### config.mk
export PLATFORM = sky130hd
export DESIGN_NAME = vram_pixel_writer
export DESIGN_NICKNAME = d
export VERILOG_FILES = /design/src/rtl/vram_pixel_writer.sv
export SDC_FILE = /design/constraint.sdc
export NUM_CORES = 1
export LEC_CHECK = 0
export BUFFER_PORTS_ARGS = -buffer_cell sky130_fd_sc_hd__buf_2
export CAP_MARGIN = 20
export CORE_UTILIZATION = 54
export DETAILED_ROUTE_END_ITERATION = 6
export PLACE_DENSITY_LB_ADDON = 0.2
export SLEW_MARGIN = 10
export SYNTH_ARGS = -nofsm -noshare
export SYNTH_HDL_FRONTEND = slang
export SYNTH_SLANG_ARGS = --single-unit
### constraint.sdc
create_clock -name clk -period 3.2 [get_ports clk]
set_clock_uncertainty 0.2 [all_clocks]
set_input_delay 0.64 -clock clk [delete_from_list [all_inputs] [get_ports clk]]
set_output_delay 0.64 -clock clk [all_outputs]
set_load 0.03 [all_outputs]
### src/rtl/vram_pixel_writer.sv
// vram_pixel_writer: merges single-pixel framebuffer writes into 32-bit words
// and emits each word as a one-word masked write on a MIG-style user port.
module vram_pixel_writer #(
    parameter logic [29:0] BASE_ADDR    = 30'h0000000,
    parameter int unsigned FLUSH_CYCLES = 64
) (
    input  logic        clk,
    input  logic        rst_n,
    input  logic        calib_done,
    input  logic        pix_valid,
    output logic        pix_ready,
    input  logic [7:0]  pix_x,
    input  logic [7:0]  pix_y,
    input  logic [7:0]  pix_color,
    input  logic        flush,
    output logic        busy,
    output logic        err,
    output logic        mem_cmd_en,
    output logic [2:0]  mem_cmd_instr,
    output logic [5:0]  mem_cmd_bl,
    output logic [29:0] mem_cmd_byte_addr,
    input  logic        mem_cmd_full,
    output logic        mem_wr_en,
    output logic [3:0]  mem_wr_mask,
    output logic [31:0] mem_wr_data,
    input  logic        mem_wr_full,
    input  logic        mem_wr_underrun,
    input  logic        mem_wr_error
);

    localparam int unsigned ADDR_W  = 30;
    localparam int unsigned DATA_W  = 32;
    localparam int unsigned LANES   = 4;
    localparam int unsigned CNT_W   = 8;
    localparam int unsigned SCREEN_H = 192;

    typedef enum logic [1:0] {
        S_IDLE    = 2'd0,
        S_ACCUM   = 2'd1,
        S_WR_DATA = 2'd2,
        S_WR_CMD  = 2'd3
    } state_e;

    state_e              state_q, state_d;
    logic [ADDR_W-1:0]   addr_q, addr_d;
    logic [DATA_W-1:0]   data_q, data_d;
    logic [LANES-1:0]    valid_q, valid_d;
    logic [CNT_W-1:0]    idle_cnt_q, idle_cnt_d;
    logic                err_q, err_d;

    logic [ADDR_W-1:0]   pix_addr_c;
    logic                off_screen_c;
    logic                same_word_c;
    logic                trigger_c;
    logic                accept_c;
    logic [LANES-1:0]    lane_mask_c;
    logic [LANES-1:0]    merged_valid_c;

    // Pixel decode: target word, lane, and whether it can merge into the pending word
    always_comb begin
        pix_addr_c     = BASE_ADDR + ADDR_W'({pix_y, pix_x[7:2], 2'b00});
        off_screen_c   = (pix_y >= CNT_W'(SCREEN_H));
        same_word_c    = off_screen_c || (pix_addr_c == addr_q);
        trigger_c      = (valid_q == 4'hF) || flush || (idle_cnt_q == CNT_W'(FLUSH_CYCLES));
        lane_mask_c    = 4'b0001 << pix_x[1:0];
        merged_valid_c = valid_q | lane_mask_c;
        accept_c       = pix_valid && pix_ready;
    end

    // State register
    always_ff @(posedge clk) begin
        if (!rst_n) begin
            state_q <= S_IDLE;
        end else begin
            state_q <= state_d;
        end
    end

    // Next-state logic
    always_comb begin
        state_d = state_q;
        case (state_q)
            S_IDLE: begin
                if (accept_c && !off_screen_c) begin
                    state_d = S_ACCUM;
                end
            end
            S_ACCUM: begin
                if (trigger_c) begin
                    state_d = S_WR_DATA;
                end else if (pix_valid && calib_done && !same_word_c) begin
                    state_d = S_WR_DATA;
                end else if (accept_c && !off_screen_c && (merged_valid_c == 4'hF)) begin
                    state_d = S_WR_DATA;
                end
            end
            S_WR_DATA: begin
                if (mem_wr_en) begin
                    state_d = S_WR_CMD;
                end
            end
            S_WR_CMD: begin
                if (mem_cmd_en) begin
                    state_d = S_IDLE;
                end
            end
            default: state_d = S_IDLE;
        endcase
    end

    // Handshake and push strobes decoded from state and backpressure
    always_comb begin
        pix_ready  = 1'b0;
        mem_wr_en  = 1'b0;
        mem_cmd_en = 1'b0;
        busy       = 1'b1;
        case (state_q)
            S_IDLE: begin
                pix_ready = calib_done;
                busy      = 1'b0;
            end
            S_ACCUM:   pix_ready  = calib_done && same_word_c && !trigger_c;
            S_WR_DATA: mem_wr_en  = !mem_wr_full;
            S_WR_CMD:  mem_cmd_en = !mem_cmd_full;
            default:   busy       = 1'b1;
        endcase
    end

    // Word register, lane merge, idle counter and sticky error
    always_comb begin
        addr_d     = addr_q;
        data_d     = data_q;
        valid_d    = valid_q;
        idle_cnt_d = idle_cnt_q;
        err_d      = err_q || mem_wr_underrun || mem_wr_error;

        if (accept_c && !off_screen_c) begin
            if (state_q == S_IDLE) begin
                addr_d  = pix_addr_c;
                data_d  = '0;
                valid_d = '0;
            end
            for (int i = 0; i < int'(LANES); i++) begin
                if (lane_mask_c[i]) begin
                    data_d[8*i +: 8] = pix_color;
                end
            end
            valid_d    = valid_d | lane_mask_c;
            idle_cnt_d = '0;
        end else if ((state_q == S_ACCUM) && !accept_c) begin
            idle_cnt_d = idle_cnt_q + CNT_W'(1);
        end

        if ((state_q == S_WR_CMD) && mem_cmd_en) begin
            valid_d    = '0;
            idle_cnt_d = '0;
        end
    end

    // Datapath registers
    always_ff @(posedge clk) begin
        if (!rst_n) begin
            addr_q     <= BASE_ADDR;
            data_q     <= '0;
            valid_q    <= '0;
            idle_cnt_q <= '0;
            err_q      <= 1'b0;
        end else begin
            addr_q     <= addr_d;
            data_q     <= data_d;
            valid_q    <= valid_d;
            idle_cnt_q <= idle_cnt_d;
            err_q      <= err_d;
        end
    end

    assign mem_cmd_instr     = 3'b000;
    assign mem_cmd_bl        = 6'd0;
    assign mem_cmd_byte_addr = addr_q;
    assign mem_wr_data       = data_q;
    assign mem_wr_mask       = ~valid_q;
    assign err               = err_q;

endmodule
==> impl_metrics.yaml, run 1 <==
clock_tree:
  path_clk_slew_ps: 70
  cts_tree: "built"
  ctsHoldBuffers: 0
  cts_sinks: 61
  h-tree-depth: 3
  insertion_delay_ps: 320
  cts_made_buffers: 9
  root_buffer: "clkbuf_8"
  ctsResizeCount: 0
  cts_setup_buffers: 0
  ctsLongestPathBuffers: 2
worst_hold_path:
  holdPathStages: 1
  hp-start: "err"
  hp-class: "flip-flop to flip-flop"
  min_to: "err"
sta:
  timing.fmax_ghz: 0.3330
  min_period_ps: 3003
  finalHoldViolations: 0
  finalCritPeriodShare_pct: 93.83
  final-max-slew-violation-count: 0
  slew_headroom_pct: 57.98
  rsz0062_at_grt: "no"
  worstMarginPinSlew_ps: 629.0
  setup_tns_ps: 0
  finalSetupViolations: 0
die:
  design.die.area_um2: 6272
  initial_core_util_pct: 57.39
  io_pins: 113
  core_area_um2: 5608
  die_h_um: 79.20
  dieWidth_um: 79.20
  fp-row-count: 27
critical_path:
  reg2reg_slack_ps: 650
  timing.rr.start: "state_q[0]"
  cp_data_arrival_time_ps: 2160
  start_kind: "input port"
  cp-end-kind: "output port"
  rr_worst_depth: 7
  worstSetupPathType: "input port to output port"
  crit_fanout: 3
  worst_ep_required_time_ps: 2360
  reg2reg_to: "idle_cnt_q[2]"
synthesis:
  ys.flop_type: "dfxtp_1"
  synth_area_leader_cell: "dfxtp_1"
  yosysMostFrequentCell: "dfxtp_1"
  synthDistinctLibCells: 46
  synth_cells: 376
  synth_area_leaders: "dfxtp_1, o211ai_1, a21boi_1, buf_4, nand3_1"
  synth_top_area_share_pct: 37.95
  synth_seq_area_share_pct: 37.95
  avgSynthCellArea_um2: 8.559
  yosys_warnings: 0
  synthTopCellsByCount: "dfxtp_1, nand2_1, nand3_1"
  synth_edf_count: 0
  synthArstFlopShare_pct: 0
  ys_seq_elements: 61
  synth_area_um2: 3218
pwr:
  p_per_area_nw_per_um2: 584.7
  ir_worst_vdd_uv: 398.2
  power.leakage_nw: 1.614
final_layout:
  antennaDiodeCount: 0
  nFillCells: 507
  multiInputGateArea_um2: 1714
  syn_to_final_growth_pct: 16.41
  regArea_um2: 1221
  fin_area_um2: 3746
  drive_gt1_share_pct: 24.40
  finalNetCount: 489
flow_run:
  maxCapViolCount: 0
global_route:
  overflow: 0
  grt_pass1_vias: 2630
  grt_use_total_pct: 25.39
  grt_max_degree: 37
  grt_pass1_wl_mm: 12.42
  antenna_found_initial: 0
routing:
  drc: 0
  routedWlPerCell_um: 14.16
  ant_nets: 0
  vias: 2930
  drt_iter0_drc: 247
  routed_wl_mm: 7.463
  drt_pass1_iterations: 4
  vias_per_cell: 5.560
place:
  port_buffers: 87
  gp_congestion: 0.8134
  dpl-instance-area_um2: 3540
  dp.final_hpwl_mm: 5.228
outcome:
  status: "finished clean"
==> report_power, final <==
part           switching [mW]  total [mW]  internal, mW
Sequential             0.0399       0.847         0.808
Clock                   0.293       0.728         0.435
Combinational           0.429       0.615         0.187
Total                   0.761        2.19          1.43
==> cell families after synthesis <==
| group | count (synthesis) | synth area share (%) |
|---|---|---|
| XOR/XNOR | 15 | 4.083 |
| buffers and inverters | 64 | 11.59 |
| AND/OR/NAND/NOR | 115 | 17.50 |
| other | 1 | 0.1165 |
| flip-flops | 61 | 37.95 |
| adder cells (fa/ha/maj) | 6 | 2.333 |
| AO/OA/AOI/OAI | 110 | 25.19 |
| multiplexers | 4 | 1.244 |
==> worst max-delay path: stages <==
cell and delay, ps:
buf_2 110, xor2_1 130, nor4_1 480, nand4_1 280, a21oi_1 210, o21a_1 120
buf_2 180
==> layout by cell type (no fill, tap or decap), types with 11 or more instances in the layout <==
master | Yosys | final
a21boi_0 | 15 | 15
a21boi_1 | 30 | 30
buf_2 | 4 | 87
conb_1 | 1 | 25
dfxtp_1 | 61 | 61
inv_1 | 11 | 11
nand2_1 | 42 | 42
nand3_1 | 36 | 36
o211ai_1 | 31 | 31
xor2_1 | 14 | 14
==> through the flow <==
step	total power, mW	cells	hold slack (ps)	worst slack (ps)	utilization [%]
2_1_floorplan	1.369	400	247.5	634.9	-
3_3_place_gp	1.463	511	255.1	288.3	63.12
3_5_place_dp	1.475	511	258.5	238.6	63.12
4_1_cts	2.207	527	281.1	234.3	66.80
5_1_grt	2.309	527	315.1	123.9	66.80
6_report	2.190	527	279.5	197.4	66.80
==> registers in the layout, indices dropped and copies added, names as in the netlist <==
name and flops:
err 1, idle_cnt_q 8, mem_cmd_byte_addr 14, mem_wr_data 32, state_q 2, valid_q 4
==> layer usage <==
metal / up-vias / wire length (µm) / GRT usage [%]
met2: 103 / 3562 / 40.17
met1: 1399 / 3416 / 34.41
met3: 2 / 466 / 6.437
met4: 0 / 17 / 6.364
li1: 1426 / - / -
met5: - / 0 / 0
==> final cells by class <==
class,count,area share (%)
Multi-Input combinational cell,275,45.76
Sequential cell,61,32.60
Timing Repair Buffer,92,12.63
Clock buffer,11,3.507
Tap cell,72,2.405
Clock inverter,5,2.004
Inverter,11,1.102
==> how the worst max path moves through the flow <==
| stage | end | cells after the start | start |
|---|---|---|---|
| after floorplan | pix_ready | 5 | pix_x[3] |
| after global placement | pix_ready | 7 | pix_x[6] |
| after detailed placement | pix_ready | 7 | pix_x[6] |
| after CTS | pix_ready | 7 | pix_x[6] |
| after global routing | pix_ready | 7 | pix_y[5] |
| final | pix_ready | 7 | pix_x[6] |
Note: power is estimated with default switching activity, not from simulation.
==> run 2, diff against run 1 <==
MAX_ROUTING_LAYER = met4   (was unset)
==> run 2 against run 1 <==
Sequential power hardly changed. Utilization stayed put. Via count is 0.55% higher. First-iteration DRC count is 0.81% lower. Sequential share of layout area stayed put. Routed wire length is 0.52% higher. Global-route usage is 0.70 points higher. Combinational power hardly changed. Non-clock buffer count stayed put. Critical endpoint unchanged. Largest cell class unchanged.
==> impl_metrics.yaml, run 2 (synthesis results as in run 1) <==
clock_tree:
  cts_made_buffers: 9
  root_buffer: "clkbuf_8"
  ctsResizeCount: 0
  cts_tree: "built"
  cts_setup_buffers: 0
  path_clk_slew_ps: 70
  h-tree-depth: 3
  cts_sinks: 61
  ctsLongestPathBuffers: 2
  ctsHoldBuffers: 0
  insertion_delay_ps: 320
final_layout:
  finalNetCount: 489
  drive_gt1_share_pct: 24.40
  final_cell_mix: "buf_2, dfxtp_1, nand2_1, nand3_1, o211ai_1"
  layout_commonest_cell: "buf_2"
  nFillCells: 507
  postLayoutCoreUtil_pct: 66.80
  largest_register_ffs: 32
  syn_to_final_growth_pct: 16.41
  antennaDiodeCount: 0
flow_run:
  maxCapViolCount: 0
place:
  gp_congestion: 0.8254
  dp.final_hpwl_mm: 5.228
  port_buffers: 87
outcome:
  status: "finished clean"
worst_hold_path:
  hp-class: "flip-flop to flip-flop"
critical_path:
  start_kind: "input port"
  worstSetupPathType: "input port to output port"
  worst_ep_required_time_ps: 2360
  crit_fanout: 3
  cp_data_arrival_time_ps: 2140
  cp-end-kind: "output port"
routing:
  drt_iter0_drc: 245
  ant_nets: 0
  vias: 2946
  vias_per_cell: 5.590
  routedWlPerCell_um: 14.24
  routed_wl_mm: 7.502
  drt_pass1_iterations: 4
  drc: 0
sta:
  fin_hold_ws_ps: 279.5
  rsz0062_at_grt: "no"
  final-max-slew-violation-count: 0
  worstMarginPinSlew_ps: 627.8
  timing.fmax_ghz: 0.3352
  finalSetupViolations: 0
  finalHoldViolations: 0
  slew_headroom_pct: 58.06
  min_period_ps: 2983
  finalCritPeriodShare_pct: 93.23
  setup_tns_ps: 0
die:
  io_pins: 113
  core_area_um2: 5608
  design.die.area_um2: 6272
  fp-row-count: 27
  initial_core_util_pct: 57.39
  die_h_um: 79.20
  dieWidth_um: 79.20
pwr:
  p_per_area_nw_per_um2: 585.0
  power_mw: 2.191
  ir_worst_vdd_uv: 398.9
  power.leakage_nw: 1.614
global_route:
  grt_pass1_vias: 2629
  overflow: 0
  grt_pass1_wl_mm: 12.43
  grt_max_degree: 37
  grt_use_total_pct: 26.09
  antenna_found_initial: 0
[run 2: cell counts in the layout (fill, tap and decap cells not counted)]
No cell type changed its count.
[run 2: critical path, stage by stage]
cell and delay (ps):
buf_2 110, xor2_1 130, nor4_1 470, nand4_1 280
a21oi_1 210, o21a_1 120, buf_2 180
[run 2: final cells by class]
cell class              instances  area (µm²)  area share, %
multi-input cells             275        1714          45.76
flip-flops and latches         61        1221          32.60
repair buffers                 92       473.0          12.63
clock buffers                  11       131.4          3.507
well taps                      72       90.09          2.405
clock inverters                 5       75.07          2.004
inverters                      11       41.29          1.102
[run 2: per-layer routing]
metal | track usage (%) | vias up | part of all wire, %
met4 | 6.364 | 0 | 0.48
met2 | 40.09 | 103 | 48
met3 | 6.437 | 4 | 5.8
met5 | - | - | 0
met1 | 34.48 | 1411 | 46
li1 | - | 1428 | -
[run 2: per-stage QoR]
stage	area, µm²	instances	setup slack, ps
after floorplan	3308	400	634.9
after global placement	3540	511	288.3
after detailed placement	3540	511	238.6
after CTS	3746	527	234.3
after global routing	3746	527	123.9
final	3746	527	216.6
[run 2: path summary, 6_finish.rpt]
path,start,cells past startpoint,end,slack [ps]
worst max-delay path,pix_x[6],7,pix_ready,220
worst min-delay path,err,1,err,280
worst max register to register,state_q[0],7,idle_cnt_q[2],640
worst min register to register,err,1,err,280
[run 2: where the power goes]
part           internal (mW)  switching (mW)  total [mW]  leakage (nW)
clock                  0.435           0.293       0.728         0.107
sequential             0.808          0.0400       0.848         0.494
combinational          0.187           0.429       0.616          1.01
==> run 3, diff against run 2 <==
BUFFER_PORTS_ARGS = unset   (was -buffer_cell sky130_fd_sc_hd__buf_2)
CORE_ASPECT_RATIO = 1.4   (was unset)
CORE_UTILIZATION = 55   (was 54)
DONT_BUFFER_PORTS = 1   (was unset)
==> run 3 against run 2 <==
First-iteration DRC count decreased by 0.41%. Cell count is 17% lower. Global-route usage down 0.55 points. Via count is 12% lower. Design area is 12% lower. Highest routed layer unchanged. Largest power group unchanged. Non-clock buffer count decreased by 84. Sequential share of layout area rose by 4.3 points. Sequential power grew 5.4%.
==> impl_metrics.yaml, run 3 (synthesis results as in run 1) <==
outcome:
  status: "finished clean"
final_layout:
  regArea_um2: 1221
  antennaDiodeCount: 0
  largest_register_ffs: 32
  finalNetCount: 405
  drive_gt1_share_pct: 7.065
  multiInputGateArea_um2: 1714
  postLayoutCoreUtil_pct: 59.44
  layout_commonest_cell: "dfxtp_1"
  syn_to_final_growth_pct: 2.799
  final_cell_mix: "dfxtp_1, nand2_1, nand3_1, o211ai_1, a21boi_1"
  nFillCells: 519
die:
  design.die.area_um2: 6165
  fp-row-count: 32
  initial_core_util_pct: 57.82
  die_h_um: 92.51
  core_area_um2: 5565
  io_pins: 113
  dieWidth_um: 66.65
clock_tree:
  cts_sinks: 61
  insertion_delay_ps: 340
  ctsResizeCount: 0
  ctsLongestPathBuffers: 2
  h-tree-depth: 3
  cts_tree: "built"
  cts_setup_buffers: 0
  cts_made_buffers: 9
  path_clk_slew_ps: 60
  ctsHoldBuffers: 0
  root_buffer: "clkbuf_8"
place:
  port_buffers: 0
  dp.final_hpwl_mm: 5.060
  dp_slack_ps: 364.5
  gp_congestion: 0.7976
worst_hold_path:
  hp-class: "input port to flip-flop"
routing:
  vias: 2580
  routed_wl_mm: 7.247
  routedWlPerCell_um: 16.62
  ant_nets: 0
  vias_per_cell: 5.917
  drt_iter0_drc: 244
  drc: 0
  drt_pass1_iterations: 4
sta:
  timing.fmax_ghz: 0.3401
  finalHoldViolations: 0
  rsz0062_at_grt: "no"
  slew_headroom_pct: 54.10
  worstMarginPinSlew_ps: 687.1
  setup_slack_ps: 259.6
  setup_tns_ps: 0
  final-max-slew-violation-count: 0
  finalSetupViolations: 0
  min_period_ps: 2940
  finalCritPeriodShare_pct: 91.89
pwr:
  p_comb_share_pct: 24.0
  power.leakage_nw: 1.207
  p_per_area_nw_per_um2: 622.7
  pwr-share-clk_pct: 32.5
  switchingPower_mw: 0.7173
  ir_worst_vdd_uv: 425.9
  swShare_pct: 34.82
  sequentialPowerShare_pct: 43.4
  p_int_mw: 1.343
critical_path:
  worst_ep_required_time_ps: 2360
  cp-end-kind: "output port"
  crit_fanout: 3
  cp_data_arrival_time_ps: 2100
  worstSetupPathType: "flip-flop to output port"
  start_kind: "flip-flop"
flow_run:
  maxCapViolCount: 0
global_route:
  overflow: 0
  grt_use_total_pct: 25.54
  grt_max_degree: 54
  antenna_found_initial: 0
  grt_pass1_wl_mm: 11.64
  grt_pass1_vias: 2337
==> run 3: through the flow <==
| stage | area [µm²] | hold slack, ps | total power [mW] | cells |
|---|---|---|---|---|
| floorplan | 3308 | 247.5 | 1.369 | 400 |
| global placement | 3122 | 267.1 | 1.396 | 423 |
| detailed placement | 3122 | 280.5 | 1.406 | 423 |
| CTS | 3308 | 212.2 | 2.072 | 436 |
| global route | 3308 | 210.5 | 2.164 | 436 |
| finish | 3308 | 221.7 | 2.060 | 436 |
==> run 3: power by group through the flow <==
stage | logic [mW] | clock network, mW | registers (mW)
2_1_floorplan | 0.458 | 0 | 0.911
6_report | 0.495 | 0.670 | 0.894
5_1_grt | 0.541 | 0.721 | 0.903
3_5_place_dp | 0.494 | 0 | 0.912
3_3_place_gp | 0.485 | 0 | 0.910
4_1_cts | 0.495 | 0.682 | 0.895
==> run 3: path summary, 6_finish.rpt <==
kind,start,end,slack (ps),cells past startpoint
worst max register to register,state_q[0],idle_cnt_q[6],650,8
worst min-delay path,mem_wr_error,err,220,1
worst min register to register,state_q[0],state_q[0],300,2
worst max-delay path,mem_cmd_byte_addr[11],pix_ready,260,5
==> run 3: area by class of cell <==
class	instances	share of cell area (%)
Tap cell	68	2.572
Clock inverter	2	1.059
Inverter	11	1.248
Multi-Input combinational cell	275	51.82
Sequential cell	61	36.91
Clock buffer	11	4.576
Timing Repair Buffer	8	1.815
==> run 3: routing by layer <==
layer	GRT usage [%]	up-vias	wire length, µm
met2	40.74	90	3642
met4	11.17	0	114
met3	6.404	10	481
met5	-	-	0
met1	29.83	1223	3008
li1	-	1257	-
==> run 3: worst max-delay path, stage by stage (launching register included) <==
cell     delay, ps
dfxtp_1        540
xor2_1         120
nor4_1         350
nand4_1        240
a21oi_1        200
o21a_1         310
